<file path="src/rtl/i2c_slave_regs.sv">
`default_nettype none
`timescale 1ns/1ps
// ----------------------------------------------------------------------------
// Module      : i2c_slave_regs
// Description : I2C target exposing REG_DEPTH byte registers. The first written
//               byte sets an auto-incrementing pointer; later bytes are written or read.
// Revision    : 1.0
// ----------------------------------------------------------------------------
module i2c_slave_regs #(
  parameter logic [6:0] SLAVE_ADDR = 7'h50,
  parameter int         REG_DEPTH  = 16
) (
  input  logic       clk,
  input  logic       reset,
  input  logic       scl,
  input  logic       SDA_in,
  output logic       SDA_out,
  output logic       reg_wr_en,
  output logic [7:0] reg_wr_addr,
  output logic [7:0] reg_wr_data,
  output logic       busy
);

  localparam int         c_PTR_W    = $clog2(REG_DEPTH);
  localparam logic [7:0] c_PTR_MASK = 8'(REG_DEPTH - 1);

  typedef enum logic [3:0] {
    S_IDLE, S_ADDR, S_ADDR_ACK, S_REG, S_REG_ACK,
    S_WDATA, S_WDATA_ACK, S_RDATA, S_RDATA_ACK, S_WAIT
  } state_t;

  state_t     r_state, w_state_nxt;
  logic       r_scl_meta, r_scl_sync, r_scl_prev;
  logic       r_sda_meta, r_sda_sync, r_sda_prev;
  logic [3:0] r_bit_cnt, w_bit_cnt_nxt;
  logic [7:0] r_shift, w_shift_nxt;
  logic [7:0] r_ptr, w_ptr_nxt;
  logic       r_rw, w_rw_nxt;
  logic       r_sda_out, w_sda_nxt;
  logic       r_busy, w_busy_nxt;
  logic       r_wr_en, w_wr_en_nxt;
  logic [7:0] r_wr_addr, w_wr_addr_nxt;
  logic [7:0] r_wr_data, w_wr_data_nxt;
  logic       w_mem_we;
  logic [7:0] r_mem [REG_DEPTH];

  logic       w_scl_rise, w_scl_fall, w_start, w_stop, w_last_bit;
  logic [7:0] w_byte, w_rd_byte;

  assign w_scl_rise = r_scl_sync & ~r_scl_prev;
  assign w_scl_fall = ~r_scl_sync & r_scl_prev;
  assign w_start    = r_scl_sync & r_scl_prev & r_sda_prev & ~r_sda_sync;
  assign w_stop     = r_scl_sync & r_scl_prev & ~r_sda_prev & r_sda_sync;
  assign w_byte     = {r_shift[6:0], r_sda_sync};
  assign w_last_bit = (r_bit_cnt == 4'd7);
  assign w_rd_byte  = r_mem[r_ptr[c_PTR_W-1:0]];

  assign SDA_out     = r_sda_out;
  assign busy        = r_busy;
  assign reg_wr_en   = r_wr_en;
  assign reg_wr_addr = r_wr_addr;
  assign reg_wr_data = r_wr_data;

  always_comb begin
    w_state_nxt   = r_state;
    w_bit_cnt_nxt = r_bit_cnt;
    w_shift_nxt   = r_shift;
    w_ptr_nxt     = r_ptr;
    w_rw_nxt      = r_rw;
    w_sda_nxt     = r_sda_out;
    w_busy_nxt    = r_busy;
    w_wr_en_nxt   = 1'b0;
    w_wr_addr_nxt = r_wr_addr;
    w_wr_data_nxt = r_wr_data;
    w_mem_we      = 1'b0;

    if (w_stop) begin
      w_state_nxt = S_IDLE;
      w_sda_nxt   = 1'b1;
      w_busy_nxt  = 1'b0;
    end else if (w_start) begin
      w_state_nxt   = S_ADDR;
      w_bit_cnt_nxt = 4'd0;
      w_sda_nxt     = 1'b1;
      w_busy_nxt    = 1'b0;
    end else begin
      case (r_state)
        S_IDLE, S_WAIT: ;
        S_ADDR: if (w_scl_rise) begin
          w_shift_nxt   = w_byte;
          w_bit_cnt_nxt = r_bit_cnt + 4'd1;
          if (w_last_bit) begin
            w_bit_cnt_nxt = 4'd0;
            if (w_byte[7:1] == SLAVE_ADDR) begin
              w_rw_nxt    = w_byte[0];
              w_busy_nxt  = 1'b1;
              w_state_nxt = S_ADDR_ACK;
            end else begin
              w_state_nxt = S_WAIT;
            end
          end
        end
        // Count 0: first falling edge starts the ACK; count 1: ninth falling edge ends it.
        S_ADDR_ACK, S_REG_ACK, S_WDATA_ACK: if (w_scl_fall) begin
          if (r_bit_cnt == 4'd0) begin
            w_sda_nxt     = 1'b0;
            w_bit_cnt_nxt = 4'd1;
          end else begin
            w_bit_cnt_nxt = 4'd0;
            if (r_state == S_ADDR_ACK && r_rw) begin
              w_state_nxt = S_RDATA;
              w_sda_nxt   = w_rd_byte[7];
              w_shift_nxt = {w_rd_byte[6:0], 1'b0};
            end else begin
              w_sda_nxt   = 1'b1;
              w_state_nxt = (r_state == S_ADDR_ACK) ? S_REG : S_WDATA;
            end
          end
        end
        S_REG: if (w_scl_rise) begin
          w_shift_nxt   = w_byte;
          w_bit_cnt_nxt = r_bit_cnt + 4'd1;
          if (w_last_bit) begin
            w_ptr_nxt     = w_byte & c_PTR_MASK;
            w_bit_cnt_nxt = 4'd0;
            w_state_nxt   = S_REG_ACK;
          end
        end
        S_WDATA: if (w_scl_rise) begin
          w_shift_nxt   = w_byte;
          w_bit_cnt_nxt = r_bit_cnt + 4'd1;
          if (w_last_bit) begin
            w_wr_en_nxt   = 1'b1;
            w_wr_addr_nxt = r_ptr;
            w_wr_data_nxt = w_byte;
            w_mem_we      = 1'b1;
            w_ptr_nxt     = (r_ptr + 8'd1) & c_PTR_MASK;
            w_bit_cnt_nxt = 4'd0;
            w_state_nxt   = S_WDATA_ACK;
          end
        end
        // Bit counter tracks master sampling edges; the falling edge after the 8th releases the line.
        S_RDATA: begin
          if (w_scl_rise) begin
            w_bit_cnt_nxt = r_bit_cnt + 4'd1;
          end else if (w_scl_fall) begin
            if (r_bit_cnt == 4'd8) begin
              w_sda_nxt     = 1'b1;
              w_bit_cnt_nxt = 4'd0;
              w_state_nxt   = S_RDATA_ACK;
            end else begin
              w_sda_nxt   = r_shift[7];
              w_shift_nxt = {r_shift[6:0], 1'b0};
            end
          end
        end
        S_RDATA_ACK: begin
          if (w_scl_rise) begin
            if (!r_sda_sync) begin
              w_ptr_nxt     = (r_ptr + 8'd1) & c_PTR_MASK;
              w_bit_cnt_nxt = 4'd1;
            end else begin
              w_state_nxt = S_WAIT;
            end
          end else if (w_scl_fall && r_bit_cnt == 4'd1) begin
            w_bit_cnt_nxt = 4'd0;
            w_state_nxt   = S_RDATA;
            w_sda_nxt     = w_rd_byte[7];
            w_shift_nxt   = {w_rd_byte[6:0], 1'b0};
          end
        end
        default: w_state_nxt = S_IDLE;
      endcase
    end
  end

  always_ff @(posedge clk) begin
    if (reset) begin
      r_scl_meta <= 1'b1;
      r_scl_sync <= 1'b1;
      r_scl_prev <= 1'b1;
      r_sda_meta <= 1'b1;
      r_sda_sync <= 1'b1;
      r_sda_prev <= 1'b1;
      r_state    <= S_IDLE;
      r_bit_cnt  <= 4'd0;
      r_shift    <= 8'h00;
      r_ptr      <= 8'h00;
      r_rw       <= 1'b0;
      r_sda_out  <= 1'b1;
      r_busy     <= 1'b0;
      r_wr_en    <= 1'b0;
      r_wr_addr  <= 8'h00;
      r_wr_data  <= 8'h00;
      for (int i = 0; i < REG_DEPTH; i++) r_mem[i] <= 8'h00;
    end else begin
      r_scl_meta <= scl;
      r_scl_sync <= r_scl_meta;
      r_scl_prev <= r_scl_sync;
      r_sda_meta <= SDA_in;
      r_sda_sync <= r_sda_meta;
      r_sda_prev <= r_sda_sync;
      r_state    <= w_state_nxt;
      r_bit_cnt  <= w_bit_cnt_nxt;
      r_shift    <= w_shift_nxt;
      r_ptr      <= w_ptr_nxt;
      r_rw       <= w_rw_nxt;
      r_sda_out  <= w_sda_nxt;
      r_busy     <= w_busy_nxt;
      r_wr_en    <= w_wr_en_nxt;
      r_wr_addr  <= w_wr_addr_nxt;
      r_wr_data  <= w_wr_data_nxt;
      if (w_mem_we) r_mem[r_ptr[c_PTR_W-1:0]] <= w_byte;
    end
  end

endmodule
`default_nettype wire

</file>
<file path="config.mk">
export PLATFORM = sky130hd
export DESIGN_NAME = i2c_slave_regs
export DESIGN_NICKNAME = d
export VERILOG_FILES = /design/src/rtl/i2c_slave_regs.sv
export SDC_FILE = /design/constraint.sdc
export NUM_CORES = 1
export LEC_CHECK = 0
export CAP_MARGIN = 20
export CORE_MARGIN = 1.5
export CORE_UTILIZATION = 35
export CTS_BUF_LIST = sky130_fd_sc_hd__clkbuf_4 sky130_fd_sc_hd__clkbuf_8 sky130_fd_sc_hd__clkbuf_16
export CTS_CLUSTER_DIAMETER = 100
export DETAILED_ROUTE_END_ITERATION = 8
export SYNTH_ARGS = -nofsm -noshare
export SYNTH_HDL_FRONTEND = slang
export SYNTH_SLANG_ARGS = --single-unit
</file>
<file path="constraint.sdc">
create_clock -name clk -period 2.2 [get_ports clk]
set_clock_uncertainty 0.05 [all_clocks]
set_input_delay 0.44 -clock clk [delete_from_list [all_inputs] [get_ports clk]]
set_output_delay 0.44 -clock clk [all_outputs]
set_load 0.02 [all_outputs]
</file>
==> results.toml <==
[cells_and_area]
drive_above_1_share_pct = 29.0
fin_util_pct = 43.0
layout_common_cells = "edfxtp_1 (128), buf_4 (88), and2_1 (72), nor4_1 (59), nand2_1 (47)"
area_growth_pct = 20.9
fillers = 2377
fin_area_um2 = 10800
antenna_cells = 0
fin_nets = 843
layout_commonest_cell = "edfxtp_1"

[critical_path]
critPathMaxStageDelay_ns = 0.58
cp-start-kind = "flip-flop"
crit_path_end_kind = "flip-flop"
worstPathArrival_ns = 2.50
r2r-end = "r_shift[0]$_SDFFE_PP0P_"
critPathBufInv = 1
reg2reg_depth = 6
crit_start = "r_state[1]$_SDFFE_PP0P_"
cp_max_fo = 12
r2r_setup_slack_ns = 0.03
cp.required_ns = 2.52
critical-path-top-delay-family = "simple AND/OR/NAND/NOR gates"
crit_chain = "nor4b_2 -> buf_4 -> and2_4 -> a311o_1 -> or4_4 -> a21oi_2"
rr_startpoint = "r_state[1]$_SDFFE_PP0P_"
critical_path_class = "flip-flop to flip-flop"
slowest_stage = "dfxtp_1"

[detailed_routing]
vias_per_cell = 5.55
routedWlPerCell_um = 20.1
firstDrtPassIters = 5
routed_wl_um = 23500
routed-via-count = 6509
drc_errors = 0
drt-initial-drc-count = 561
ant_nets = 0

[global_routing]
grt_usage_pct = 18.5
overflow = 0
grt_pass1_wl_um = 36100
antenna_found_initial = 0
grt_max_degree = 31
grt_pass1_vias = 6249

[floorplan]
die_area_um2 = 26400
die_w_um = 162
rows = 58
fp.coreArea_um2 = 25000
fp.dieH_um = 162
io-pin-count = 23
initial_core_util_pct = 35.5

[timing]
hold_viol = 0
rsz0062_at_grt = "yes"
max_slew.worst_pin.slew_ns = 0.693
finalSetupViolations = 0
max_freq_mhz = 460
slew_viol_final = 0
slew_headroom_pct = 53.7
period_needed_ns = 2.17
fin_crit_sh_pct = 98.8

[min_path]
hp-class = "flip-flop to flip-flop"
min_from = "r_sda_meta$_SDFF_PP1_"
min_to = "r_sda_sync$_SDFF_PP1_"
hold_path_depth = 1

[yosys]
synth_area_per_cell_um2 = 11.5
ys.warnings.count = 0
ys_seq_area_share_pct = 53.6
netlist_instances = 772
synth_edf_count = 128
syn-cell-area_um2 = 8900
async_reset_ff_share_pct = 0
ys_types = 71
synth_seq_cells = 174
synth_ff_type = "edfxtp_1"

[clocking]
cts_buffers = 17
clock_latency_ns = 0.44
cts_tree = "built"
cts_sinks = 174
root_buffer = "clkbuf_16"
clk_pin_slew_ns = 0.07
cts_buffer_depth = 2
htree_levels = 4

[placement]
placed_cell_area_um2 = 9980
port_buffers = 18
dp_hpwl_um = 16200
routabilityCongestion = 0.863

[outcome]
outcome = "complete, no violations"

[power]
leakagePower_uw = 0.00367
finalPower_uw = 6940
ir_drop_uv = 582
power_density_nw_per_um2 = 646

[run]
drv_cap = 0
-- sequential cells by signal, indices dropped and copies added, names as in the netlist, 4 cells and up, named ones only --
register	cells
r_bit_cnt	4
r_mem	128
r_ptr	4
r_shift	8
r_state	4
reg_wr_addr	4
reg_wr_data	8
-- routing by layer --
layer | global-route usage, % | part of all wire, % | up-vias
met1 | 24.8 | 43 | 3215
met3 | 3.39 | 6.0 | 26
li1 | - | - | 3023
met4 | 6.21 | 1.8 | 0
met5 | 0 | 0 | -
met2 | 30.1 | 50 | 245
-- synth_stat cells, types with 10 or more instances --
master | n | area, um2
a211oi_1 | 11 | 82.6
nor3_1 | 13 | 65.1
dfxtp_1 | 46 | 921
nand2b_1 | 15 | 93.8
o21ai_0 | 14 | 70.1
nor2_1 | 16 | 60.1
and2_1 | 73 | 457
mux2_2 | 14 | 158
nor4_1 | 60 | 375
ha_1 | 10 | 125
or2_2 | 24 | 150
a21oi_1 | 34 | 170
edfxtp_1 | 128 | 3840
clkbuf_1 | 59 | 221
inv_1 | 18 | 67.6
mux4_2 | 27 | 608
nor2b_1 | 15 | 93.8
buf_2 | 12 | 60.1
nand2_1 | 47 | 176
-- report_power, final --
group	switching (uW)	total, uW	internal, uW
Sequential	39.6	3640	3600
Combinational	235	411	176
Clock	1330	2890	1570
-- worst max-delay path by stage --
| stage | cells after the start | slack (ns) | end |
|---|---|---|---|
| 2_1_floorplan | 7 | -0.04 | r_mem[9][0]$_SDFFCE_PN0P_ |
| 3_3_place_gp | 9 | -0.09 | r_state[2]$_SDFFE_PP0P_ |
| 3_5_place_dp | 7 | -0.04 | r_mem[9][2]$_SDFFCE_PN0P_ |
| 4_1_cts | 7 | -0.001 | r_mem[3][1]$_SDFFCE_PN0P_ |
| 5_1_grt | 7 | -0.02 | r_shift[0]$_SDFFE_PP0P_ |
| 6_report | 6 | 0.03 | r_shift[0]$_SDFFE_PP0P_ |
-- final cells by class --
class / count / area, um2 / area share, %
clock inverter: 14 / 115 / 1.07
tap: 330 / 413 / 3.84
sequential: 174 / 4780 / 44.4
clock buffer: 18 / 433 / 4.02
timing repair buffer: 116 / 996 / 9.26
inverter: 18 / 67.6 / 0.628
multi-input combinational: 502 / 3960 / 36.8
-- logic make-up (layout without fill, tap and decap cells) --
group,count (synthesis),after routing,share of synthesized area (%)
flip-flops,174,174,53.6
multiplexers,47,47,9.28
adder cells (fa/ha/maj),10,10,1.41
other,1,4,0.0421
AND/OR/NAND/NOR,317,317,21.7
XOR/XNOR,1,1,0.0985
buffers and inverters,99,166,4.68
AO/OA/AOI/OAI,123,123,9.24
-- per-stage QoR --
stage / setup WS (ns) / TNS (ns) / cells / hold slack (ns)
2_1_floorplan: -0.0383 / -2.24 / 775 / 0.339
3_3_place_gp: -0.0873 / -0.800 / 1140 / 0.342
3_5_place_dp: -0.0419 / -1.13 / 1140 / 0.348
4_1_cts: -0.00138 / -0.00387 / 1172 / 0.364
5_1_grt: -0.0231 / -0.211 / 1172 / 0.371
6_report: 0.0265 / 0 / 1172 / 0.360
-- timing repair --
action / in CTS / in global routing
hold endpoints to repair: 0 / 0
buffers inserted: 0 / 0
hold buffers: 0 / 0
setup endpoints to repair: 83 / 182
pin swaps: 1 / 12
resized for setup: 11 / 44
Power figures use the tool's default switching activity.
